$ cat config.mk
export PLATFORM = sky130hd
export DESIGN_NAME = load_store_sequencer
export DESIGN_NICKNAME = d
export VERILOG_FILES = /design/src/rtl/load_store_sequencer.sv
export SDC_FILE = /design/constraint.sdc
export NUM_CORES = 1
export LEC_CHECK = 0
export CAP_MARGIN = 20
export CORE_MARGIN = 10
export CORE_UTILIZATION = 35
export DETAILED_ROUTE_END_ITERATION = 8
export GPL_ROUTABILITY_DRIVEN = 0
export PLACE_DENSITY = 0.65
export SETUP_SLACK_MARGIN = 0.4
export SLEW_MARGIN = 0
export SYNTH_ARGS = -nofsm -noshare
export SYNTH_HDL_FRONTEND = slang
export SYNTH_SLANG_ARGS = --single-unit
$ cat constraint.sdc
create_clock -name clk -period 3.1 [get_ports clk]
set_input_delay 0.775 -clock clk [delete_from_list [all_inputs] [get_ports clk]]
set_output_delay 0.775 -clock clk [all_outputs]
set_load 0.01 [all_outputs]
$ cat src/rtl/load_store_sequencer.sv
// Byte-serial load/store sequencer between the core and a byte-wide data memory.
// Optional macro LSU_SIGN_EXT_EN: byte loads sign-extend instead of zero-extend.
module load_store_sequencer #(
   parameter int unsigned MEM_DEPTH  = 4096,
   parameter bit          BIG_ENDIAN = 1'b1
) (
   input  logic        clk,
   input  logic        rst_n,
   input  logic        req,
   input  logic        we,
   input  logic        size,
   input  logic [31:0] addr,
   input  logic [31:0] wdata,
   output logic        busy,
   output logic        done,
   output logic        err,
   output logic [31:0] rdata,
   output logic [31:0] mem_addr,
   output logic [31:0] mem_wdata,
   output logic        write_mem,
   input  logic [7:0]  mem_rdata
);

   localparam int unsigned AW = 32;
   localparam int unsigned BW = 2;

   typedef enum logic [1:0] {IDLE, XFER, DONE} state_t;

   state_t        state_q;
   logic          we_q;
   logic          size_q;
   logic [AW-1:0] addr_q;
   logic [31:0]   wdata_q;
   logic [BW-1:0] beat_q;
   logic [BW-1:0] last_q;
   logic [31:0]   load_q;

   logic [BW-1:0] last_c;
   logic [AW:0]   end_c;
   logic          reject_c;
   logic [BW-1:0] beat_next_c;
   logic [4:0]    lane_sh_c;
   logic [31:0]   load_c;
   logic [31:0]   byte_ext_c;

   // Byte k of a store word; a byte store always takes the low byte.
   function automatic logic [7:0] store_byte(input logic [31:0] w, input logic sz,
                                             input logic [BW-1:0] k);
      logic [4:0] sh;
      sh = {(BIG_ENDIAN ? ~k : k), 3'b000};
      return sz ? 8'(w >> sh) : w[7:0];
   endfunction

   // Request decode: beat count and range/alignment rejection, 33-bit to avoid wrap.
   always_comb begin
      last_c   = size ? BW'(3) : BW'(0);
      end_c    = {1'b0, addr} + (AW+1)'(last_c);
      reject_c = (size && (addr[1:0] != 2'b00)) || (end_c >= (AW+1)'(MEM_DEPTH));
   end

   // Load assembly: current beat's byte merged into its lane.
   always_comb begin
      beat_next_c = beat_q + BW'(1);
      lane_sh_c   = {(BIG_ENDIAN ? ~beat_q : beat_q), 3'b000};
      load_c      = (load_q & ~(32'h0000_00FF << lane_sh_c)) | (32'(mem_rdata) << lane_sh_c);
`ifdef LSU_SIGN_EXT_EN
      byte_ext_c  = {{24{mem_rdata[7]}}, mem_rdata};
`else
      byte_ext_c  = {24'h0, mem_rdata};
`endif
   end

   always_ff @(posedge clk or negedge rst_n) begin
      if (!rst_n) begin
         state_q   <= IDLE;
         we_q      <= 1'b0;
         size_q    <= 1'b0;
         addr_q    <= '0;
         wdata_q   <= '0;
         beat_q    <= '0;
         last_q    <= '0;
         load_q    <= '0;
         busy      <= 1'b0;
         done      <= 1'b0;
         err       <= 1'b0;
         rdata     <= '0;
         mem_addr  <= '0;
         mem_wdata <= '0;
         write_mem <= 1'b0;
      end else begin
         case (state_q)
            IDLE: begin
               done <= 1'b0;
               err  <= 1'b0;
               if (req) begin
                  we_q    <= we;
                  size_q  <= size;
                  addr_q  <= addr;
                  wdata_q <= wdata;
                  beat_q  <= '0;
                  last_q  <= last_c;
                  busy    <= 1'b1;
                  if (reject_c) begin
                     state_q <= DONE;
                     done    <= 1'b1;
                     err     <= 1'b1;
                  end else begin
                     state_q   <= XFER;
                     mem_addr  <= addr;
                     mem_wdata <= {24'h0, store_byte(wdata, size, '0)};
                     write_mem <= we;
                  end
               end
            end
            XFER: begin
               if (!we_q) load_q <= load_c;
               if (beat_q == last_q) begin
                  state_q   <= DONE;
                  done      <= 1'b1;
                  write_mem <= 1'b0;
                  if (!we_q) rdata <= size_q ? load_c : byte_ext_c;
               end else begin
                  beat_q    <= beat_next_c;
                  mem_addr  <= addr_q + AW'(beat_next_c);
                  mem_wdata <= {24'h0, store_byte(wdata_q, size_q, beat_next_c)};
                  write_mem <= we_q;
               end
            end
            DONE: begin
               state_q <= IDLE;
               done    <= 1'b0;
               err     <= 1'b0;
               busy    <= 1'b0;
            end
            default: state_q <= IDLE;
         endcase
      end
   end

endmodule

== After elaboration in Yosys (flattened, before gate mapping) ==
Index checks and enable logic that the tools add are counted.
Word-level totals
  register bits after elaboration: 204
  output and inout port bits: 100
  word-level logic and storage cells: 81
Cells by class
  add/subtract/negate cells: 3
  order comparisons: 1
  equal/unequal tests: 7
  shift-type cells: 3
  muxes and demuxes: 30
  bitwise gates (word level): 6
  reduce and logical (&&, ||, !) cells: 16
Operator list (number)
  32-bit two-way mux: 7
  32-bit case mux with 2 select lines: 2
  32-bit by 2-bit adder with 33-bit output: 1
  33-bit by 13-bit >= comparator with 1-bit output, second input constant: 1
  32-bit by 2-bit adder with 32-bit output: 1
  32-bit AND: 1
  32-bit NOT: 1
  32-bit bitwise OR: 1
  8-bit by 5-bit << shifter with 32-bit output: 1
  8-bit by 5-bit << shifter with 32-bit output, first input constant: 1
  32-bit by 5-bit >> shifter with 8-bit output: 1
  8-bit two-way mux: 2
  2-bit two-way mux: 6
  2-bit AND reduction: 5
  3-bit AND reduction: 3
  2-bit inequality test, second input constant: 4
  2-bit case mux with 2 select lines: 2
  1-bit two-way mux: 7
  1-bit case mux with 2 select lines: 3
  2-bit nonzero test: 3
  2-bit NOT: 2
  4-bit AND reduction: 1
  1-bit case mux with 3 select lines: 1
  3-bit nonzero test: 1
  other kinds (8): 8

== Longest topological paths before layout ==
  word-level depth: 7
  mapped depth: 13
  depth with buffers taken out: 11

== Worst setup path before layout ==
No wires, ideal clock.
  path type: in2reg
  start: input size
  end: register mem_addr[0]
  arrival: 3.704 ns
  path slack: -0.729 ns
  stages on the path: 12
  buffers on the path: 2
  cell sequence: ha_1 > fa_1 > inv_1 > or4_4 > buf_6 > nor3_1 > mux2_2 > nor3_1 > nand4_2 > o41ai_4 > buf_6 > mux2_4
Between the ends
  cells in the longest elaborated chain, start to end: 6
  elaborated cells on any way between the ends: 7
  classes of those cells: add/sub: 1; order compare: 1; eq/ne: 1; mux: 1; reduce/logical: 3
Ends and longest elaborated chain
  from (decl): line 11  | input logic size,
  2-bit two-way mux: line 56  | last_c = size ? BW'(3) : BW'(0);
  32-bit by 2-bit adder with 33-bit output: line 57  | end_c = {1'b0, addr} + (AW+1)'(last_c);
  33-bit by 13-bit >= comparator with 1-bit output: line 58  | reject_c = (size && (addr[1:0] != 2'b00)) || (end_c >= (AW+1)'(MEM_DEPTH));
  1-bit logical OR *: line 58
  2-bit inequality test (no source line) *
  4-bit AND reduction (no source line) *
  to (signal assigned): line 109  | mem_addr <= addr;
  to (signal assigned): line 124  | mem_addr <= addr_q + AW'(beat_next_c);
  to (decl): line 18  | output logic [31:0] mem_addr,
Every way passes the cells marked *; elsewhere a longest branch is shown, timed or not.
A chain may end at the register's enable or synchronous reset.

== Final worst setup path ==
  start: input size
  end: register mem_addr[14]
Same word-level chain as after synthesis.

==> results_dict.tcl <==
set metrics [dict create \
    clkLatencyLatePin_ns 0.44 \
    vias 7134 \
    wl_per_cell_um 17.9 \
    fin_util_pct 47.8 \
    ys_seq_area_share_pct 47.8 \
    slew_viol_final 0 \
    whs_ns 0.339 \
    clk_path_buf_depth 2 \
    instances_no_fill 1414 \
    finalHoldViolCount 0 \
    cp_data_required_time_ns 3.42 \
    reg2reg_slack_ns 0.12 \
    num-fill-cells 2480 \
    root_buffer "clkbuf_16" \
    ys_types 50 \
    die-area_mm2 0.0335 \
    synth-edff-count 0 \
    fin_skew_ns 0.0173 \
    crit_path_frequent_cell "buf_6" \
    grt_pass1_wl_um 40800 \
    cts_tree "yes" \
    pwr-share-comb_pct 25.0 \
    path_depth 13 \
    antenna_cells 0 \
    tightest_slew_ns 0.866 \
    clkTransAtPathRegs_ns 0.08 \
    start_util_pct 35.6 \
    p_leak_nw 5.36 \
    final_nets 1157 \
    antenna_found_initial 3 \
    final_cell_mix "178 x dfrtp_1, 138 x clkdlybuf4s50_1, 76 x buf_4" \
    drc_errors 0 \
    clock-sinks 178 \
    core_mm2 0.0261 \
    ioPinCount 177 \
    cp_max_fo 5 \
    dr.pass1.iters 4 \
    path_cells "buf_8 -> ha_4 -> fa_2 -> inv_2 -> or4_4 -> buf_6 -> or3_1 -> o22ai_2 -> nand4_2 -> o41ai_4 -> buf_6 -> clkbuf_16 -> mux2_4" \
    htreeDepth 4 \
    fin_ws_ns -0.282 \
    p_int_mw 4.96 \
    avgSynthCellArea_um2 11.0 \
    critical_path.endpoint_type "register" \
    dp_hpwl_um 18300 \
    synth_seq_cells 178 \
    layout_worst_path_cycle_share_pct 109 \
    synth_area_mm2 0.00931 \
    failed_checks "negative setup slack" \
    seqPwrFrac_pct 44.7 \
    drt-initial-drc-count 362 \
    async_flop_share_pct 100 \
    startpoint "size" \
    grt_setup_unrepaired "true" \
    synth_top_flop_cell "dfrtp_1" \
    layout-area-overhead-vs-synth_pct 34.3 \
    cp-endpoint "mem_addr[14]" \
    grt_max_degree 66 \
    setup_tns_ns -9.75 \
    setup_viol 40 \
    crit_slowest_cell "or4_4" \
    finalCriticalPeriod_ns 3.38 \
    ys.warnings.count 0 \
    pwr-share-clk_pct 30.3 \
    dpl.cell_count 1371 \
    grt_pass1_vias 7388 \
    cp_num_buf_inv 5 \
    critPathKind "primary input to register" \
    rows 59 \
    rr_startpoint "beat_q[0]" \
    r2r-end "mem_addr[24]" \
    cts_buffers 17 \
    drive_gt1_share_pct 24.5 \
    crit_path_max_incr_delay_ns 0.54 \
    clock.fmax_mhz 296 \
    portBuffers 152 \
    preCtsSetupSlack_ns -1.28 \
    overflow 0 \
    setup.worst_path.start_class "primary input" \
    crit_family "simple AND/OR/NAND/NOR gates" \
    syn_inst 849 \
    run_status "finished, violations left" \
    ir_worst_vdd_mv 0.378 \
    via_per_inst 5.05 \
    die_w_um 183 \
    p_switching_mw 2.27 \
    relSlewSlack_pct 42.3 \
    switching_share_pct 31.4 \
    die_h_um 183 \
    globalRouteTotalUtil_pct 15.1 \
    drtAntennaViolNets 0 \
    hold_class "primary input to asynchronous set/reset pin" \
    power-per-cell-area_mw_per_mm2 579 \
    wl_um 25300 \
    cp.arrival_ns 3.71 \
    final_common_cell "dfrtp_1" \
    drv_cap 0 \
    rr_worst_depth 12 \
]
[Yosys cell counts, types with 9 or more instances]
cell,n,area share (%)
a211oi_1,11,0.89
a21oi_1,65,3.5
a22o_1,32,3.0
and3_1,12,0.81
buf_1,12,0.48
buf_4,24,1.9
clkbuf_1,28,1.1
dfrtp_1,178,48
ha_1,12,1.6
inv_1,18,0.73
mux2_2,71,8.6
mux2_4,33,5.3
mux2i_1,17,1.8
nand2_1,60,2.4
nand3_1,14,0.75
nand4_1,9,0.60
nor2_1,72,2.9
nor2b_1,26,1.7
nor3_1,22,1.2
o21ai_0,18,0.97
o22ai_1,18,1.2
xnor2_1,21,2.0
xor2_1,15,1.4
[layer usage]
layer	global-route usage [%]	vias up	wire length [um]
li1	-	3431	-
met1	20.2	3498	12000
met2	23.5	178	11500
met3	4.29	21	1540
met4	3.93	6	271
met5	0	-	30
[cell type report]
class | instances | area (um2) | area share [%]
clock buffer | 17 | 425 | 3.40
clock inverter | 15 | 180 | 1.44
inverter | 18 | 67.6 | 0.540
multi-input combinational | 607 | 4600 | 36.8
sequential | 178 | 4450 | 35.6
tap | 335 | 419 | 3.35
timing repair buffer | 244 | 2360 | 18.9
[power groups by stage]
stage	clock (mW)	sequential, mW	combinational (mW)
2_1_floorplan	0	3.17	1.27
3_3_place_gp	0	3.25	1.78
3_5_place_dp	0	3.28	1.81
4_1_cts	2.26	3.23	1.82
5_1_grt	2.35	3.31	2.00
6_report	2.20	3.23	1.81
[cells by family after synthesis]
group	count (synthesis)	synth area share, %
other	1	0.0403
flip-flops	178	47.8
buffers and inverters	87	4.88
multiplexers	129	17.7
XOR/XNOR	36	3.39
AO/OA/AOI/OAI	171	12.3
AND/OR/NAND/NOR	233	11.9
adder cells (fa/ha/maj)	14	2.04
[per-stage QoR]
stage               total power, mW  cell area (um2)
CTS                            7.32            12400
floorplan                      4.43             9440
finish                         7.24            12500
detailed placement             5.09            11700
global placement               5.03            11700
global route                   7.67            12500
[flip-flops by register name, indices dropped and copies added (netlist names), 2 cells and up]
name and cells:
beat_q 2, rdata 32, addr_q 32, state_q 2, wdata_q 32, mem_wdata 8
load_q 32, mem_addr 32
[how the worst min path moves through the flow]
stage	from	endpoint	slack, ns
after floorplan	load_q[20]	load_q[20]	0.45
after global placement	load_q[20]	load_q[20]	0.46
after detailed placement	load_q[20]	load_q[20]	0.47
after CTS	rst_n	mem_addr[24]	0.36
after global routing	rst_n	mem_addr[21]	0.37
final	rst_n	mem_addr[21]	0.34
[what timing repair did]
action                                  CTS  global route
pin swaps                                14            11
hold buffers                              0             0
endpoints found under the setup margin   45            45
resized for setup                        38            11
cloned                                    1             1
buffers inserted                          5             3
No activity file was read; power rests on OpenSTA's default activity.
